===== src/rtl/mic1_bbus_regfile.sv =====
// MIC-1 datapath register file.
// Drives the B bus from the one-hot decoder select, latches the C bus into
// the registers named by the C field, and owns the MAR/MDR/PC/MBR memory-port
// timing: each request is issued one cycle after the microinstruction asks for
// it, and the read/fetch data lands in MDR/MBR at the end of that cycle.
module mic1_bbus_regfile #(
  parameter int unsigned          DATA_W   = 32,
  parameter logic [DATA_W-1:0]    PC_INIT  = 32'h0000_0000,
  parameter logic [DATA_W-1:0]    SP_INIT  = 32'h0000_8000,
  parameter logic [DATA_W-1:0]    LV_INIT  = 32'h0000_8000,
  parameter logic [DATA_W-1:0]    CPP_INIT = 32'h0000_4000
) (
  input  logic              clk,
  input  logic              rst_n,
  input  logic [15:0]       b_sel,
  input  logic [8:0]        c_en,
  input  logic [DATA_W-1:0] c_bus,
  input  logic              mem_rd,
  input  logic              mem_wr,
  input  logic              mem_fetch,
  input  logic [DATA_W-1:0] mem_rdata,
  input  logic [7:0]        ifetch_data,
  output logic [DATA_W-1:0] b_bus,
  output logic [DATA_W-1:0] h_out,
  output logic [7:0]        mbr_out,
  output logic [DATA_W-1:0] mar_addr,
  output logic [DATA_W-1:0] mdr_wdata,
  output logic [DATA_W-1:0] pc_addr,
  output logic              mem_rd_req,
  output logic              mem_wr_req,
  output logic              mem_fetch_req,
  output logic              sel_err,
  output logic              mem_err
);

  // C field bit positions
  localparam int unsigned C_MAR = 0;
  localparam int unsigned C_MDR = 1;
  localparam int unsigned C_PC  = 2;
  localparam int unsigned C_SP  = 3;
  localparam int unsigned C_LV  = 4;
  localparam int unsigned C_CPP = 5;
  localparam int unsigned C_TOS = 6;
  localparam int unsigned C_OPC = 7;
  localparam int unsigned C_H   = 8;

  localparam logic [DATA_W-1:0] ZERO_W = {DATA_W{1'b0}};

  // Architectural registers
  logic [DATA_W-1:0] h_r;
  logic [DATA_W-1:0] opc_r;
  logic [DATA_W-1:0] tos_r;
  logic [DATA_W-1:0] cpp_r;
  logic [DATA_W-1:0] lv_r;
  logic [DATA_W-1:0] sp_r;
  logic [DATA_W-1:0] pc_r;
  logic [DATA_W-1:0] mdr_r;
  logic [DATA_W-1:0] mar_r;
  logic [7:0]        mbr_r;

  // One-deep request/load pipeline flags
  logic rd_pend_r;
  logic wr_req_r;
  logic fetch_pend_r;
  logic mem_err_r;

  // Request qualification: a simultaneous read and write is an error and
  // neither data request issues; fetch is independent of both.
  logic rd_ok_s;
  logic wr_ok_s;
  logic rw_err_s;

  assign rw_err_s = mem_rd & mem_wr;
  assign rd_ok_s  = mem_rd & ~mem_wr;
  assign wr_ok_s  = mem_wr & ~mem_rd;

  // B select validity: exactly one of bits 0-8 set and none of bits 9-15.
  logic [8:0] sel_low_s;
  logic       sel_onehot_s;
  logic       sel_valid_s;
  logic [DATA_W-1:0] b_bus_s;

  assign sel_low_s    = b_sel[8:0];
  assign sel_onehot_s = (sel_low_s != 9'd0) &&
                        ((sel_low_s & (sel_low_s - 9'd1)) == 9'd0);
  assign sel_valid_s  = sel_onehot_s && (b_sel[15:9] == 7'd0);

  // B bus source multiplexer; invalid selects drive zero.
  always_comb begin
    b_bus_s = ZERO_W;
    if (sel_valid_s) begin
      case (sel_low_s)
        9'h001:  b_bus_s = mdr_r;
        9'h002:  b_bus_s = pc_r;
        9'h004:  b_bus_s = {{(DATA_W-8){mbr_r[7]}}, mbr_r};
        9'h008:  b_bus_s = {{(DATA_W-8){1'b0}}, mbr_r};
        9'h010:  b_bus_s = sp_r;
        9'h020:  b_bus_s = lv_r;
        9'h040:  b_bus_s = cpp_r;
        9'h080:  b_bus_s = tos_r;
        9'h100:  b_bus_s = opc_r;
        default: b_bus_s = ZERO_W;
      endcase
    end else begin
      b_bus_s = ZERO_W;
    end
  end

  assign b_bus   = b_bus_s;
  assign sel_err = ~sel_valid_s;

  // Pure C-bus registers: H, OPC, TOS, CPP, LV, SP, PC, MAR.
  always_ff @(posedge clk or negedge rst_n) begin
    if (!rst_n) begin
      h_r   <= ZERO_W;
      opc_r <= ZERO_W;
      tos_r <= ZERO_W;
      cpp_r <= CPP_INIT;
      lv_r  <= LV_INIT;
      sp_r  <= SP_INIT;
      pc_r  <= PC_INIT;
      mar_r <= ZERO_W;
    end else begin
      if (c_en[C_H])   h_r   <= c_bus;
      if (c_en[C_OPC]) opc_r <= c_bus;
      if (c_en[C_TOS]) tos_r <= c_bus;
      if (c_en[C_CPP]) cpp_r <= c_bus;
      if (c_en[C_LV])  lv_r  <= c_bus;
      if (c_en[C_SP])  sp_r  <= c_bus;
      if (c_en[C_PC])  pc_r  <= c_bus;
      if (c_en[C_MAR]) mar_r <= c_bus;
    end
  end

  // MDR: a pending memory read wins over a C-bus write in the same cycle.
  always_ff @(posedge clk or negedge rst_n) begin
    if (!rst_n) begin
      mdr_r <= ZERO_W;
    end else if (rd_pend_r) begin
      mdr_r <= mem_rdata;
    end else if (c_en[C_MDR]) begin
      mdr_r <= c_bus;
    end
  end

  // MBR: loaded only by a pending instruction fetch.
  always_ff @(posedge clk or negedge rst_n) begin
    if (!rst_n) begin
      mbr_r <= 8'h00;
    end else if (fetch_pend_r) begin
      mbr_r <= ifetch_data;
    end
  end

  // Request strobes and error pulse, one cycle after the MIR bits.
  always_ff @(posedge clk or negedge rst_n) begin
    if (!rst_n) begin
      rd_pend_r    <= 1'b0;
      wr_req_r     <= 1'b0;
      fetch_pend_r <= 1'b0;
      mem_err_r    <= 1'b0;
    end else begin
      rd_pend_r    <= rd_ok_s;
      wr_req_r     <= wr_ok_s;
      fetch_pend_r <= mem_fetch;
      mem_err_r    <= rw_err_s;
    end
  end

  assign h_out         = h_r;
  assign mbr_out       = mbr_r;
  assign mar_addr      = mar_r;
  assign mdr_wdata     = mdr_r;
  assign pc_addr       = pc_r;
  assign mem_rd_req    = rd_pend_r;
  assign mem_wr_req    = wr_req_r;
  assign mem_fetch_req = fetch_pend_r;
  assign mem_err       = mem_err_r;

endmodule


===== config.mk =====
export PLATFORM = sky130hd
export DESIGN_NAME = mic1_bbus_regfile
export DESIGN_NICKNAME = d
export VERILOG_FILES = /design/src/rtl/mic1_bbus_regfile.sv
export SDC_FILE = /design/constraint.sdc
export NUM_CORES = 1
export LEC_CHECK = 0
export ABC_AREA = 1
export CAP_MARGIN = 20
export CORE_MARGIN = 1
export CORE_UTILIZATION = 52
export CTS_CLUSTER_DIAMETER = 100
export CTS_CLUSTER_SIZE = 40
export DETAILED_ROUTE_END_ITERATION = 7
export MAX_ROUTING_LAYER = met4
export PLACE_DENSITY = 0.77
export SLEW_MARGIN = 20
export SYNTH_ARGS = -nofsm -noshare
export SYNTH_HDL_FRONTEND = slang
export SYNTH_SLANG_ARGS = --single-unit
export TNS_END_PERCENT = 5

===== constraint.sdc =====
create_clock -name clk -period 2.65 [get_ports clk]
set_clock_uncertainty 0.2 [all_clocks]
set_input_delay 0.53 -clock clk [delete_from_list [all_inputs] [get_ports clk]]
set_output_delay 0.53 -clock clk [all_outputs]
set_load 0.005 [all_outputs]

==> results of run 1 <==
## worst max-delay path: cells and delay by family
kind / cells / cell delay (ps)
and+or+nand+nor: 5 / 610
buffers and inverters: 5 / 650
AOI/OAI and AO/OA: 2 / 260
## power by group
group | internal (W) | leakage (nW) | switching, W | total [W]
combinational | 0.000747 | 4.24 | 0.000845 | 0.00159
clock | 0.000953 | 0.190 | 0.00151 | 0.00246
sequential | 0.00500 | 3.46 | 0.000241 | 0.00524
## layout by cell type, fill, tap and decap left out, types with 4 or more instances in the layout
cell,n
mux2_2,8
nand2_1,160
buf_6,15
buf_12,28
a21oi_4,8
nand2_4,6
clkbuf_16,13
nor2_1,254
nor2_4,14
nand2_2,10
o21ai_0,101
dfrtp_1,297
clkdlybuf4s50_1,216
o21ai_2,5
nand3_1,130
a21oi_2,13
buf_4,49
nor2_2,4
buf_2,42
a21oi_1,183
dlygate4sd2_1,8
clkinv_1,5
o221ai_1,32
inv_1,160
o21ai_1,72
## metrics by stage
step                      worst slack, ps  setup TNS, ps  total power, W
after floorplan                       276              0         0.00587
after global placement               -826         -25180         0.00682
after detailed placement             -901         -26330         0.00687
after CTS                            -193          -2530         0.00930
after global routing                 -236          -5670         0.00963
final                                -131          -2500         0.00929
## layer usage
layer  global-route usage (%)  up-vias
met5                        -        -
met4                     6.73        0
met3                     7.00       70
met2                     52.0      583
met1                     46.9     6067
li1                         -     5699
## cell families (layout without fill, tap and decap cells)
group | after synthesis | after routing | share of synthesized area (%)
flip-flops | 300 | 300 | 56.3
multiplexers | 8 | 8 | 0.675
AO/OA/AOI/OAI | 414 | 414 | 16.4
buffers and inverters | 271 | 552 | 7.99
AND/OR/NAND/NOR | 585 | 586 | 18.6
## registers in the layout, summed over array words and instances, names as in the netlist
name           flops
cpp_r             32
h_out             32
lv_r              32
mar_addr          32
mbr_out            8
mdr_wdata         32
mem_err            1
mem_fetch_req      1
mem_rd_req         1
mem_wr_req         1
opc_r             32
pc_addr           32
sp_r              32
tos_r             32
## cell type report
class	instances	area, µm²	share of cell area, %
multi-input combinational	1008	5070	28.6
timing repair buffer	365	3660	20.7
clock inverter	4	71.3	0.403
sequential	300	7510	42.5
inverter	170	642	3.63
clock buffer	13	325	1.84
tap	330	413	2.33
## path summary, 6_finish.rpt
kind	start	to	slack, ps	depth (start not counted)
max	b_sel[5]	b_bus[14]	-130	12
min	c_en[3]	sp_r[15]$_DFFE_PN1P_	230	3
max reg2reg	mem_rd_req$_DFF_PN0_	mdr_wdata[24]$_DFFE_PN0P_	640	2
min reg2reg	sp_r[15]$_DFFE_PN1P_	sp_r[15]$_DFFE_PN1P_	310	2
max in group asynchronous	rst_n	sp_r[15]$_DFFE_PN1P_	1170	3
min in group asynchronous	rst_n	lv_r[6]$_DFFE_PN0P_	330	2
## what timing repair did
action | in CTS | in global routing
cloned | 6 | 0
hold endpoints to repair | 45 | 0
hold buffers | 1 | 0
setup buffers | 18 | 1
setup endpoints to repair | 33 | 33
gates resized for setup | 221 | 40
pin swaps | 38 | 17
==> impl_metrics.tcl, run 1 <==
set metrics [dict create \
    yosys-top-cells-count "297 x dfrtp_1, 261 x nor2_1, 204 x a21oi_1" \
    yosys_warnings 0 \
    worst_path_largest_cell_delay_ps 170 \
    area_delta_synth_final_pct 32.6 \
    crit_chain "buf_4 > nor2_4 > nand2_4 > nor2_4 > buf_6 > buf_12 > buf_12 > nand3_1 > o21ai_1 > nor2_1 > a21oi_4 > buf_2" \
    cts-root-buf "clkbuf_16" \
    worst_pin_slew_ps 822 \
    synth.distinct_cells 28 \
    grt-ovfl-total 0 \
    drt_first_pass_iters 6 \
    worst_slack_ps -131 \
    rsz0062_at_grt "true" \
    grt_max_degree 69 \
    syn_area_per_cell_um2 8.45 \
    irDropWorstVdd_v 0.000478 \
    synth_edf_count 0 \
    async_flop_share_pct 100 \
    drv_slew 0 \
    dpl_cell_area_um2 16800 \
    cts.sinks 300 \
    fin_hold_ws_ps 230 \
    slew_headroom_pct 45.2 \
    syn_nets 1680 \
    dr_wl_met2_um 20100 \
    highest-signal-layer "met4" \
    gp_congestion 0.892 \
    fmax_ghz 0.360 \
    syn-cell-area_um2 13300 \
    dieArea_um2 26300 \
    cts_tree "yes" \
    crit_type "in -> out" \
    seq_area_frac_synth_pct 56.3 \
    crit_fanout 7 \
    outcome "complete, but fails checks" \
    ys.flop_type "dfrtp_1" \
    initial_utilization_pct 53.0 \
    syn_inst 1578 \
    wl_um 43300 \
    cp-end-kind "output pin" \
    wl_met3_um 4120 \
    final_layout_size_suffix_gt1_share_pct 13.0 \
    h-tree-depth 1 \
    fp.dieW_um 162 \
    synth.ff_latch_count 300 \
    drc 0 \
    dp.cells 2149 \
    layout_min_cycle_time_ps 2780 \
    vias_per_cell 5.67 \
    core_um2 25200 \
    fill_cells 1950 \
    synth_most_common_cell "dfrtp_1" \
    setup_viol 32 \
    path_clk_slew_ps 140 \
    grt_pass1_wl_um 66900 \
    violations "negative setup slack" \
    cts-buffers-inserted 12 \
    final_area_um2 17700 \
    yosys.area.top_type_share_pct 55.7 \
    met1_length_um 18100 \
    die_h_um 162 \
    utilization_pct 70.3 \
    clkLatencyLatePin_ps 510 \
    worstPathArrival_ps 2050 \
    cp_slowest_cell "nor2_4" \
    synth.area.top_cells "dfrtp_1 56%, a21oi_1 7.7%, nor2_1 7.3%" \
    num_rows 58 \
    grt_pass1_vias 12000 \
    grt_util_all_layers_pct 33.9 \
    clock_path_buffers 3 \
    antenna_cells 0 \
    numPortBuffers 274 \
    timing.final.crit_share_pct 105 \
    wl_per_cell_um 19.7 \
    first_iter_violations 1511 \
    ant_nets 0 \
    power_density_nw_per_um2 525 \
    ioPinCount 275 \
    via_count 12400 \
    required_ps 1920 \
    finalHoldViolCount 0 \
    instances_no_fill 2190 \
    yosysTopAreaCell "dfrtp_1" \
    place_hpwl_um 28400 \
    max-cap-violations 0 \
    antenna_found_initial 0 \
    p_leak_nw 7.89 \
    holdCritPathClass "in -> reg" \
    fin_nets 1959 \
    start_kind "input port" \
]
(Power assumes the default switching activity.)
==> run 2: changes to the inputs <==
--- a/config.mk
+++ b/config.mk
@@ -8,12 +8,13 @@
 export ABC_AREA = 1
 export CAP_MARGIN = 20
 export CORE_MARGIN = 1
-export CORE_UTILIZATION = 52
+export CORE_UTILIZATION = 53
+export CTS_BUF_LIST = sky130_fd_sc_hd__clkbuf_8
 export CTS_CLUSTER_DIAMETER = 100
 export CTS_CLUSTER_SIZE = 40
 export DETAILED_ROUTE_END_ITERATION = 7
-export MAX_ROUTING_LAYER = met4
-export PLACE_DENSITY = 0.77
+export PLACE_DENSITY = 0.78
+export REMOVE_ABC_BUFFERS = 1
 export SLEW_MARGIN = 20
 export SYNTH_ARGS = -nofsm -noshare
 export SYNTH_HDL_FRONTEND = slang
==> impl_metrics.tcl, run 2 (synthesized netlist as in run 1, its figures left out) <==
set metrics [dict create \
    outcome "complete, but fails checks" \
    violations "negative setup slack" \
    antenna_found_initial 2 \
    drv_slew 0 \
    initial_utilization_pct 54.4 \
    ant_nets 0 \
    finalPower_w 0.00861 \
    final_layout_size_suffix_gt1_share_pct 13.9 \
    core_um2 24500 \
    layout_min_cycle_time_ps 2830 \
    ioPinCount 275 \
    cts-buffers-inserted 11 \
    holdCritPathClass "in -> reg" \
    grt_pass1_wl_um 67500 \
    clock_path_buffers 3 \
    worst_pin_slew_ps 893 \
    cts_tree "yes" \
    final_common_cell "dfrtp_1" \
    place_hpwl_um 27900 \
    fill_cells 1861 \
    slew_headroom_pct 40.5 \
    vias_per_cell 5.70 \
    drc 0 \
    cp-end-kind "output pin" \
    max-cap-violations 0 \
    irDropWorstVdd_v 0.000391 \
    utilization_pct 72.4 \
    die_h_um 161 \
    grt_pass1_vias 12600 \
    h-tree-depth 1 \
    dieArea_um2 25800 \
    clkLatencyLatePin_ps 560 \
    drt_first_pass_iters 7 \
    start_kind "input port" \
    fp.dieW_um 161 \
    numPortBuffers 274 \
    area_delta_synth_final_pct 33.2 \
    crit_fanout 7 \
    fmax_ghz 0.354 \
    mostFrequentLayoutCells "296 x dfrtp_1, 252 x nor2_1, 216 x clkdlybuf4s50_1" \
    power_density_nw_per_um2 485 \
    fin_nets 1973 \
    setup_tns_ps -4570 \
    fin_hold_ws_ps 189 \
    cts-root-buf "clkbuf_8" \
    grt_max_degree 65 \
    path_clk_slew_ps 210 \
    wl_per_cell_um 19.5 \
    crit_type "in -> out" \
    p_leak_nw 7.94 \
    cts.sinks 300 \
    num_rows 57 \
    setup_viol 33 \
    grt_util_all_layers_pct 33.3 \
    first_iter_violations 1074 \
    wl_um 42800 \
    via_count 12500 \
    worstPathArrival_ps 2100 \
    worst_slack_ps -179 \
    seq_area_um2 7510 \
    finalHoldViolCount 0 \
    required_ps 1920 \
    timing.final.crit_share_pct 107 \
    rsz0062_at_grt "true" \
    multi_input_area_um2 5060 \
    grt-ovfl-total 0 \
    gp_congestion 0.888 \
]
==> run 2: layer usage <==
| layer | global-route usage (%) | up-vias | routed length (µm) |
|---|---|---|---|
| li1 | - | 5716 | - |
| met2 | 56.0 | 602 | 20800 |
| met3 | 6.10 | 97 | 3650 |
| met5 | 0 | - | 0 |
| met1 | 43.4 | 6131 | 17000 |
| met4 | 11.6 | 0 | 1360 |
==> run 2: final timing paths <==
check                                      endpoint  cells after the start  slack [ps]                  from
setup reg to reg           mdr_wdata[1]$_DFFE_PN0P_                      2         620  mem_rd_req$_DFF_PN0_
hold reg to reg                lv_r[15]$_DFFE_PN1P_                      2         320  lv_r[15]$_DFFE_PN1P_
min in group asynchronous   mar_addr[6]$_DFFE_PN0P_                      2         240                 rst_n
hold / removal              mem_fetch_req$_DFF_PN0_                      1         190             mem_fetch
setup / recovery                          b_bus[10]                     12        -180              b_sel[1]
max in group asynchronous    pc_addr[1]$_DFFE_PN0P_                      3        1280                 rst_n
==> run 2: stage by stage <==
step                std cells  area (µm²)  setup WS [ps]
detailed placement       2141       16900           -811
floorplan                1477       12900           -451
global placement         2141       16900           -812
finish                   2200       17800           -179
global route             2200       17800           -249
CTS                      2197       17700           -130
==> run 2: critical path, stage by stage <==
cell and delay, ps:
buf_8 100, nor2_4 160, nand2_4 110, buf_6 140, o21ai_2 120, nand2_2 100, nor2_4 150, nand3_4 120
buf_12 170, buf_16 150, a21oi_4 120, buf_2 130
==> run 2: layout make-up <==
type | count | share of cell area (%)
diodes | 2 | 0.0282
clock buffers | 11 | 0.852
well taps | 324 | 2.28
clock inverters | 5 | 0.197
multi-input cells | 1007 | 28.5
inverters | 170 | 3.61
repair buffers | 381 | 22.3
flip-flops and latches | 300 | 42.3
==> run 2: timing repair <==
item	in CTS	in global routing
setup buffers	33	2
pin swaps	28	12
hold endpoints to repair	41	0
resized for setup	262	30
gates cloned	5	0
setup endpoints to repair	33	34
hold buffers	2	0
==> run 2: power breakdown <==
group / internal, W / switching, W / total (W)
registers: 0.00500 / 0.000239 / 0.00524
clock network: 0.000413 / 0.00138 / 0.00179
logic: 0.000760 / 0.000825 / 0.00159
total: 0.00617 / 0.00244 / 0.00861
